## config.mk

```make
export PLATFORM = sky130hd
export DESIGN_NAME = if_prefetch_buf
export DESIGN_NICKNAME = d
export VERILOG_FILES = /design/src/rtl/if_prefetch_buf.sv
export SDC_FILE = /design/constraint.sdc
export NUM_CORES = 1
export LEC_CHECK = 0
export ABC_AREA = 1
export CAP_MARGIN = 20
export CORE_ASPECT_RATIO = 1.75
export CORE_MARGIN = 2
export CORE_UTILIZATION = 50
export DETAILED_ROUTE_END_ITERATION = 16
export HOLD_SLACK_MARGIN = 0.03
export PLACE_DENSITY = 0.81
export SLEW_MARGIN = 5
export SYNTH_ARGS = -nofsm -noshare
export SYNTH_HDL_FRONTEND = slang
export SYNTH_SLANG_ARGS = --single-unit
```

## constraint.sdc

```tcl
create_clock -name clk -period 4.4 [get_ports clk]
set_clock_uncertainty 0.1 [all_clocks]
set_input_delay 0.88 -clock clk [delete_from_list [all_inputs] [get_ports clk]]
set_output_delay 0.88 -clock clk [all_outputs]
set_load 0.05 [all_outputs]
```

## src/rtl/if_prefetch_buf.sv

```systemverilog
// Instruction prefetch buffer: issues sequential fetches, queues in-order responses,
// and supports flush redirect, halt handshake and bus-error stop.
module if_prefetch_buf #(
  parameter int PC_W  = 32,
  parameter int IR_W  = 32,
  parameter int DEPTH = 4,
  parameter int OUTS  = 2
) (
  input  logic                       clk,
  input  logic                       rst,
  input  logic [PC_W-1:0]            pc_rtvec,
  input  logic                       halt_req,
  output logic                       halt_ack,
  input  logic                       flush_req,
  input  logic [PC_W-1:0]            flush_pc,
  output logic                       req_valid,
  input  logic                       req_ready,
  output logic [PC_W-1:0]            req_pc,
  input  logic                       rsp_valid,
  output logic                       rsp_ready,
  input  logic [IR_W-1:0]            rsp_instr,
  input  logic                       rsp_err,
  output logic                       o_valid,
  input  logic                       o_ready,
  output logic [IR_W-1:0]            o_ir,
  output logic [PC_W-1:0]            o_pc,
  output logic                       o_buserr,
  output logic [$clog2(DEPTH):0]     buf_cnt
);
  localparam int AW = $clog2(DEPTH);
  localparam int CW = AW + 1;
  localparam logic [CW-1:0]  OUTS_C  = CW'(OUTS);
  localparam logic [CW:0]    DEPTH_C = (CW+1)'(DEPTH);
  localparam logic [PC_W-1:0] ALIGN_M = ~PC_W'(3);
  localparam logic [PC_W-1:0] STEP    = PC_W'(4);

  typedef enum logic [1:0] {S_BOOT, S_RUN, S_HALT, S_ERR} state_t;
  typedef struct packed {
    logic [IR_W-1:0] ir;
    logic [PC_W-1:0] pc;
    logic            err;
  } entry_t;

  state_t          state, state_nx;
  logic [PC_W-1:0] fpc, epc;
  logic [CW-1:0]   outs_cnt, outs_nx, kill_cnt, kill_nx;
  logic [AW-1:0]   rd_ptr, wr_ptr;
  logic [CW:0]     occ;
  entry_t          mem [DEPTH];
  entry_t          head;
  logic            req_fire, rsp_fire, push, pop;

  assign rsp_ready = 1'b1;
  assign req_pc    = fpc;
  assign head      = mem[rd_ptr];
  assign o_valid   = (buf_cnt != '0);
  assign o_ir      = head.ir;
  assign o_pc      = head.pc;
  assign o_buserr  = o_valid & head.err;

  // Requests reserve a buffer slot at issue, so every response always has room.
  assign occ       = {1'b0, outs_cnt} + {1'b0, buf_cnt};
  assign req_valid = (state == S_RUN) & ~flush_req & ~halt_req &
                     (outs_cnt < OUTS_C) & (occ < DEPTH_C);
  assign req_fire  = req_valid & req_ready;
  assign rsp_fire  = rsp_valid;
  assign push      = rsp_fire & (kill_cnt == '0) & ~flush_req;
  assign pop       = o_valid & o_ready & ~flush_req;
  assign outs_nx   = outs_cnt + CW'(req_fire) - CW'(rsp_fire);

  always_comb begin
    kill_nx = kill_cnt;
    if (flush_req)                        kill_nx = outs_nx;
    else if (rsp_fire && kill_cnt != '0)  kill_nx = kill_cnt - CW'(1);
  end

  always_comb begin
    state_nx = state;
    case (state)
      S_BOOT: state_nx = S_RUN;
      S_RUN: begin
        if (flush_req)            state_nx = halt_req ? S_HALT : S_RUN;
        else if (push && rsp_err) state_nx = S_ERR;
        else if (halt_req)        state_nx = S_HALT;
      end
      S_HALT: if (!halt_req)  state_nx = S_RUN;
      S_ERR:  if (flush_req)  state_nx = S_RUN;
      default: state_nx = S_BOOT;
    endcase
  end

  always_ff @(posedge clk or posedge rst) begin
    if (rst) begin
      state    <= S_BOOT;
      fpc      <= '0;
      epc      <= '0;
      outs_cnt <= '0;
      kill_cnt <= '0;
      rd_ptr   <= '0;
      wr_ptr   <= '0;
      buf_cnt  <= '0;
      halt_ack <= 1'b0;
    end else begin
      state    <= state_nx;
      outs_cnt <= outs_nx;
      kill_cnt <= kill_nx;
      // Ack only once nothing is in flight, dead responses included.
      halt_ack <= (state_nx == S_HALT) & (outs_nx == '0) & (kill_nx == '0);
      if (state == S_BOOT) begin
        fpc <= pc_rtvec & ALIGN_M;
        epc <= pc_rtvec & ALIGN_M;
      end
      if (flush_req) begin
        fpc     <= flush_pc & ALIGN_M;
        epc     <= flush_pc & ALIGN_M;
        rd_ptr  <= '0;
        wr_ptr  <= '0;
        buf_cnt <= '0;
      end else begin
        if (req_fire) fpc <= fpc + STEP;
        if (push) begin
          wr_ptr <= wr_ptr + AW'(1);
          epc    <= epc + STEP;
        end
        if (pop) rd_ptr <= rd_ptr + AW'(1);
        buf_cnt <= buf_cnt + CW'(push) - CW'(pop);
      end
    end
  end

  always_ff @(posedge clk) begin
    if (push) mem[wr_ptr] <= {rsp_instr, epc, rsp_err};
  end

endmodule

```

==> results of run 1 <==
## final timing paths
check | end | slack, ns | depth (start not counted) | from
worst min-delay path | outs_cnt[0] | 0.48 | 1 | outs_cnt[0]
worst max-delay path | o_pc[27] | 0.83 | 5 | rd_ptr[0]
worst min register to register | outs_cnt[0] | 0.48 | 1 | outs_cnt[0]
min in group asynchronous | rd_ptr[1] | 0.76 | 2 | rst
worst max register to register | req_pc[15] | 1.57 | 12 | buf_cnt[2]
max in group asynchronous | req_pc[10] | 2.55 | 3 | rst
## placed cells by master, fill, tap and decap left out, types with 7 or more instances in the layout
cell             synthesis  layout
a21oi_1                 60      60
buf_12                   0      25
buf_4                    9      60
clkbuf_16                0      29
clkdlybuf4s50_1          0     133
clkinv_2                 0      11
dfrtp_1                 76      74
edfxtp_1               252     252
ha_1                    15      15
inv_1                  143     141
nand2_1                274     274
nand3_1                 64      64
nand3b_1                 7       7
nor2_1                 319     315
nor3_1                  11      11
o211ai_1                13      13
o21ai_0                159     159
o22ai_1                 64      64
xnor2_1                  7       7
xor2_1                  11      11
## registers in the layout (all words and copies together) (netlist names)
signal,count
req_pc,30
buf_cnt,3
state,2
mem,252
epc,30
outs_cnt,3
rd_ptr,2
halt_ack,1
wr_ptr,2
kill_cnt,3
## kinds of logic after synthesis
kind of cell / synth area share
adder cells (fa/ha/maj): 0.0148
AND/OR/NAND/NOR: 0.188
other: 0.000487
AO/OA/AOI/OAI: 0.113
buffers and inverters: 0.0593
XOR/XNOR: 0.0102
flip-flops: 0.614
## final cells by class
type | instances | share of cell area
sequential | 328 | 0.503
clock inverter | 19 | 0.0104
clock buffer | 34 | 0.0401
inverter | 146 | 0.0292
multi-input combinational | 1060 | 0.269
antenna | 2 | 0.000266
tap | 391 | 0.0260
timing repair buffer | 219 | 0.121
## routing by layer
layer | global-route usage | wire, um | vias up
li1 | - | - | 5797
met1 | 0.264 | 14000 | 5732
met2 | 0.455 | 21400 | 479
met3 | 0.0262 | 2260 | 122
met4 | 0.154 | 2400 | 0
met5 | 0 | 0 | -
## worst max-delay path: cells and delay by family, from the launching register on
| family | cells | cell delay (ns) |
|---|---|---|
| flops | 1 | 0.50 |
| buf+inv | 3 | 0.99 |
| compound gates | 2 | 0.52 |
## power breakdown
group	total [mW]	switching [mW]	internal, mW
logic	4.36	2.95	1.41
clock network	2.53	1.12	1.41
registers	4.32	0.502	3.81
## through the flow
| stage | hold slack, ns | cell area [um^2] |
|---|---|---|
| after floorplan | 0.396 | 15400 |
| after global placement | 0.443 | 17900 |
| after detailed placement | 0.476 | 17900 |
| after CTS | 0.492 | 18800 |
| after global routing | 0.523 | 18800 |
| final | 0.485 | 18800 |
==> impl_metrics.yaml, run 1 <==
status:
  outcome: "completed"
cts:
  cts_sinks: 328
  postCtsHoldBufs: 0
  cts_tree: "done"
  clk_pin_slew_worst_paths_ns: 0.07
  insertion_delay_ns: 0.55
  cts_resized: 0
  cts_root_buffer: "clkbuf_16"
  cts_buffer_depth: 3
  htreeDepth: 1
  post_cts_buffers: 0
  cts_buffers: 29
floorplanning:
  fp-row-count: 85
  die_height_um: 236
  fp.coreArea_um2: 30500
  die_w_um: 137
  die_area_um2: 32300
  initial_core_util: 0.505
  io_pins: 208
logic_synthesis:
  syn-cell-area_um2: 15400
  synth-edff-count: 252
  synth_commonest_cells: "319 x nor2_1, 274 x nand2_1, 252 x edfxtp_1, 159 x o21ai_0, 143 x inv_1"
  synth_flop_cell: "edfxtp_1"
  synth.top_cell.area_share: 0.491
  synth.most_common_cell: "nor2_1"
  yosysWarnings: 0
  synthDistinctLibCells: 45
  yosys.area.top_type: "edfxtp_1"
  syn_inst: 1606
  ys_seq_elements: 328
  postSynth.asyncResetShare: 0.232
  synth-seq-area-share: 0.614
  synth_area_leaders: "edfxtp_1 49%, dfrtp_1 12%, nor2_1 7.8%"
  avgSynthCellArea_um2: 9.60
cells_and_area:
  drive_above_1_share: 0.0914
  instances_no_fill: 2199
  finalNetCount: 1905
  postLayoutCoreUtil: 0.617
  nFillCells: 2423
  seqCellArea_um2: 9470
  area_growth_pct: 22.1
  multi_input_area_um2: 5070
route:
  ant_nets: 0
  drc: 0
  vias_per_cell: 5.52
  drt_iter0_markers: 852
  dr.pass1.iters: 6
  routed_wirelength_um: 40100
  via_count: 12130
  wl_per_cell_um: 18.2
run:
  maxCapViolCount: 0
global_route:
  grt_pass1_wl_um: 61700
  grt_overflow: 0
  antenna_found_initial: 1
  grt_max_degree: 74
  grt_usage: 0.248
  grt_pass1_vias: 12096
timing:
  slew_headroom: 0.391
  setup_viol: 0
  hold_viol_final: 0
  fmax_ghz: 0.280
  finalCritPeriodShare: 0.812
  rsz0062_at_grt: "no"
  period_needed_ns: 3.57
  setup_tns_ns: 0
  layout_setup_ws_ns: 0.826
  worst_slew_pin_slew_ns: 0.914
  drv_slew: 0
worst_setup_path:
  criticalPathCategory: "reg -> out"
  crit_arrival_ns: 2.59
  cp_max_fo: 43
  critPathMaxStageDelay_ns: 0.50
  cp-end-kind: "primary output"
  path_cells: "clkinv_2 -> buf_4 -> o21ai_0 -> o22ai_1 -> buf_12"
  cp-start-kind: "flop"
  worstPathRequired_ns: 3.42
  critPathSlowestCell: "dfrtp_4"
placement:
  dp_cells: 2144
  port_buffers: 198
  hpwl_um: 27000
  place_ws_ns: 1.01
  gp_congestion: 0.916
worst_hold_path:
  hp-class: "reg -> reg"
power_and_ir_drop:
  p_per_area_nw_per_um2: 595
  power_mw: 11.2
  leakage_nw: 7.39
  ir_worst_vdd_uv: 365
(Power assumes the default switching activity.)
==> run 2, diff against run 1 <==
Settings changed: CORE_UTILIZATION 50 to 55, PLACE_DENSITY 0.81 to 0.84.
Clock period 4.4 ns to 3.6 ns, I/O delays scaled along.
==> run 2 against run 1 <==
  * Total power increased by 27%
  * Non-clock buffer count increased by 8
  * Clock-buffer cell count unchanged
  * Global-route usage increased by 3.0 points
  * Sequential share of layout area decreased by 1.5 points
  * Design area increased by 3.0%
  * Via count increased by 2.1%
  * Clock power increased by 19%
  * First-iteration DRC count increased by 13%
  * Utilization increased by 8.2 points
  * Critical path type unchanged
  * Highest routed layer unchanged
==> impl_metrics.yaml, run 2 (synthesis gave the netlist of run 1 again) <==
worst_setup_path:
  rr_worst_depth: 13
  cp_max_fo: 37
  worstPathRequired_ns: 2.78
  critPathMaxStageDelay_ns: 0.50
  path_cells: "clkinv_2 -> buf_4 -> o21ai_0 -> o22ai_1 -> buf_12"
  crit_arrival_ns: 2.46
  regToRegStartpoint: "buf_cnt[2]"
  rrSetupSlack_ns: 0.70
  r2r-end: "halt_ack"
  cp-end-kind: "primary output"
  critPathSlowestCell: "dfrtp_4"
  cp-start-kind: "flop"
  criticalPathCategory: "reg -> out"
timing:
  hold_ws_ns: 0.471
  fmax_ghz: 0.305
  setup_viol: 0
  rsz0062_at_grt: "no"
  slew_headroom: 0.504
  period_needed_ns: 3.28
  worst_slew_pin_slew_ns: 0.743
  finalCritPeriodShare: 0.910
  hold_viol_final: 0
  drv_slew: 0
cts:
  htreeDepth: 1
  cts_buffers: 27
  clk_pin_slew_worst_paths_ns: 0.07
  cts_buffer_depth: 3
  cts_resized: 0
  insertion_delay_ns: 0.54
  post_cts_buffers: 0
  cts_tree: "done"
  cts_root_buffer: "clkbuf_16"
  postCtsHoldBufs: 0
  cts_sinks: 328
global_route:
  grt_pass1_wl_um: 63100
  use_met2: 0.496
  grt_pass1_vias: 12224
  grt_max_degree: 127
  groute.layer.met1.usage: 0.320
  grt-busiest-layer: "met2"
  grt_use_met3: 0.0285
  grt_overflow: 0
  grt_usage: 0.277
  antenna_found_initial: 0
cells_and_area:
  nFillCells: 2029
  finalNetCount: 1911
  area_growth_pct: 25.8
  drive_above_1_share: 0.0945
  largest_reg_flops: 252
  largest-register: "mem"
  layout_commonest_cell: "nor2_1"
  layout_common_cells: "315 x nor2_1, 274 x nand2_1, 252 x edfxtp_1"
  num_antenna_cells: 0
status:
  outcome: "completed"
route:
  via_count: 12380
  ant_nets: 0
  dr.pass1.iters: 5
  vias_per_cell: 5.67
  drc: 0
  wl_per_cell_um: 18.5
  drt_iter0_markers: 959
  routed_wirelength_um: 40300
floorplanning:
  die_height_um: 225
  io_pins: 208
  fp.coreArea_um2: 27800
  fp-row-count: 81
  die_w_um: 131
  initial_core_util: 0.555
  die_area_um2: 29400
worst_hold_path:
  whs_path_depth: 0
  hp-start: "epc[31]"
  hp-class: "reg -> reg"
  min_to: "mem[1][32]"
placement:
  hpwl_um: 27300
  port_buffers: 198
  gp_congestion: 0.955
power_and_ir_drop:
  ir_worst_vdd_uv: 399
  p_int_mw: 8.55
  power_mw: 14.3
  leakage_nw: 7.62
  p_per_area_nw_per_um2: 735
  p_clk_frac: 0.211
  seqPwrFrac: 0.370
  p_switching_mw: 5.71
  combPwrFrac: 0.419
  p_sw_frac: 0.400
run:
  maxCapViolCount: 0
run 2: cell count changes in the layout (fill, tap and decap cells not counted), moves of 3 or more:
| cell | before | now |
|---|---|---|
| buf_12 | 25 | 70 |
| clkbuf_1 | 4 | 1 |
| clkinv_2 | 11 | 5 |
| buf_4 | 60 | 23 |
run 2: worst max-delay path by stage:
| stage | end | from | slack, ns | cells past startpoint |
|---|---|---|---|---|
| finish | o_ir[24] | rd_ptr[0] | 0.32 | 5 |
| global route | o_ir[16] | rd_ptr[0] | 0.22 | 5 |
| floorplan | mem[0][0] | flush_req | -0.87 | 4 |
| CTS | o_ir[16] | rd_ptr[0] | 0.32 | 5 |
| global placement | halt_ack | halt_req | 0.42 | 13 |
| detailed placement | halt_ack | halt_req | 0.30 | 13 |
run 2: worst max-delay path: cells and delay by family, from the launching register on:
family	cells	cell delay, ns
buf+inv	3	0.96
flops	1	0.50
compound gates	2	0.44
run 2: metrics by stage:
step / TNS [ns] / cell area (um^2) / cells / worst slack [ns] / util
CTS: 0 / 19400 / 2183 / 0.316 / 0.698
finish: 0 / 19400 / 2183 / 0.325 / 0.698
detailed placement: 0 / 18500 / 2134 / 0.302 / 0.665
floorplan: -218.58 / 15400 / 1609 / -0.867 / -
global placement: 0 / 18500 / 2134 / 0.421 / 0.665
global route: 0 / 19400 / 2183 / 0.217 / 0.698
run 2: power by group through the flow:
stage	Clock, mW	Sequential, mW	Combinational (mW)
4_1_cts	3.04	5.26	5.98
3_3_place_gp	0	5.30	5.83
6_report	3.01	5.27	5.97
2_1_floorplan	0	5.56	3.15
5_1_grt	3.17	5.34	6.39
3_5_place_dp	0	5.33	5.96
run 2: area by class of cell:
class,count,area [um^2],share of cell area
repair buffers,227,2910,0.150
clock inverters,15,128,0.00658
well taps,373,467,0.0241
flip-flops and latches,328,9470,0.488
clock buffers,34,796,0.0410
inverters,146,549,0.0283
multi-input cells,1060,5070,0.261
run 2: routing by layer:
metal	vias up	share of wire
li1	5804	-
met1	5908	0.36
met3	122	0.059
met5	-	0
met2	546	0.53
met4	0	0.057
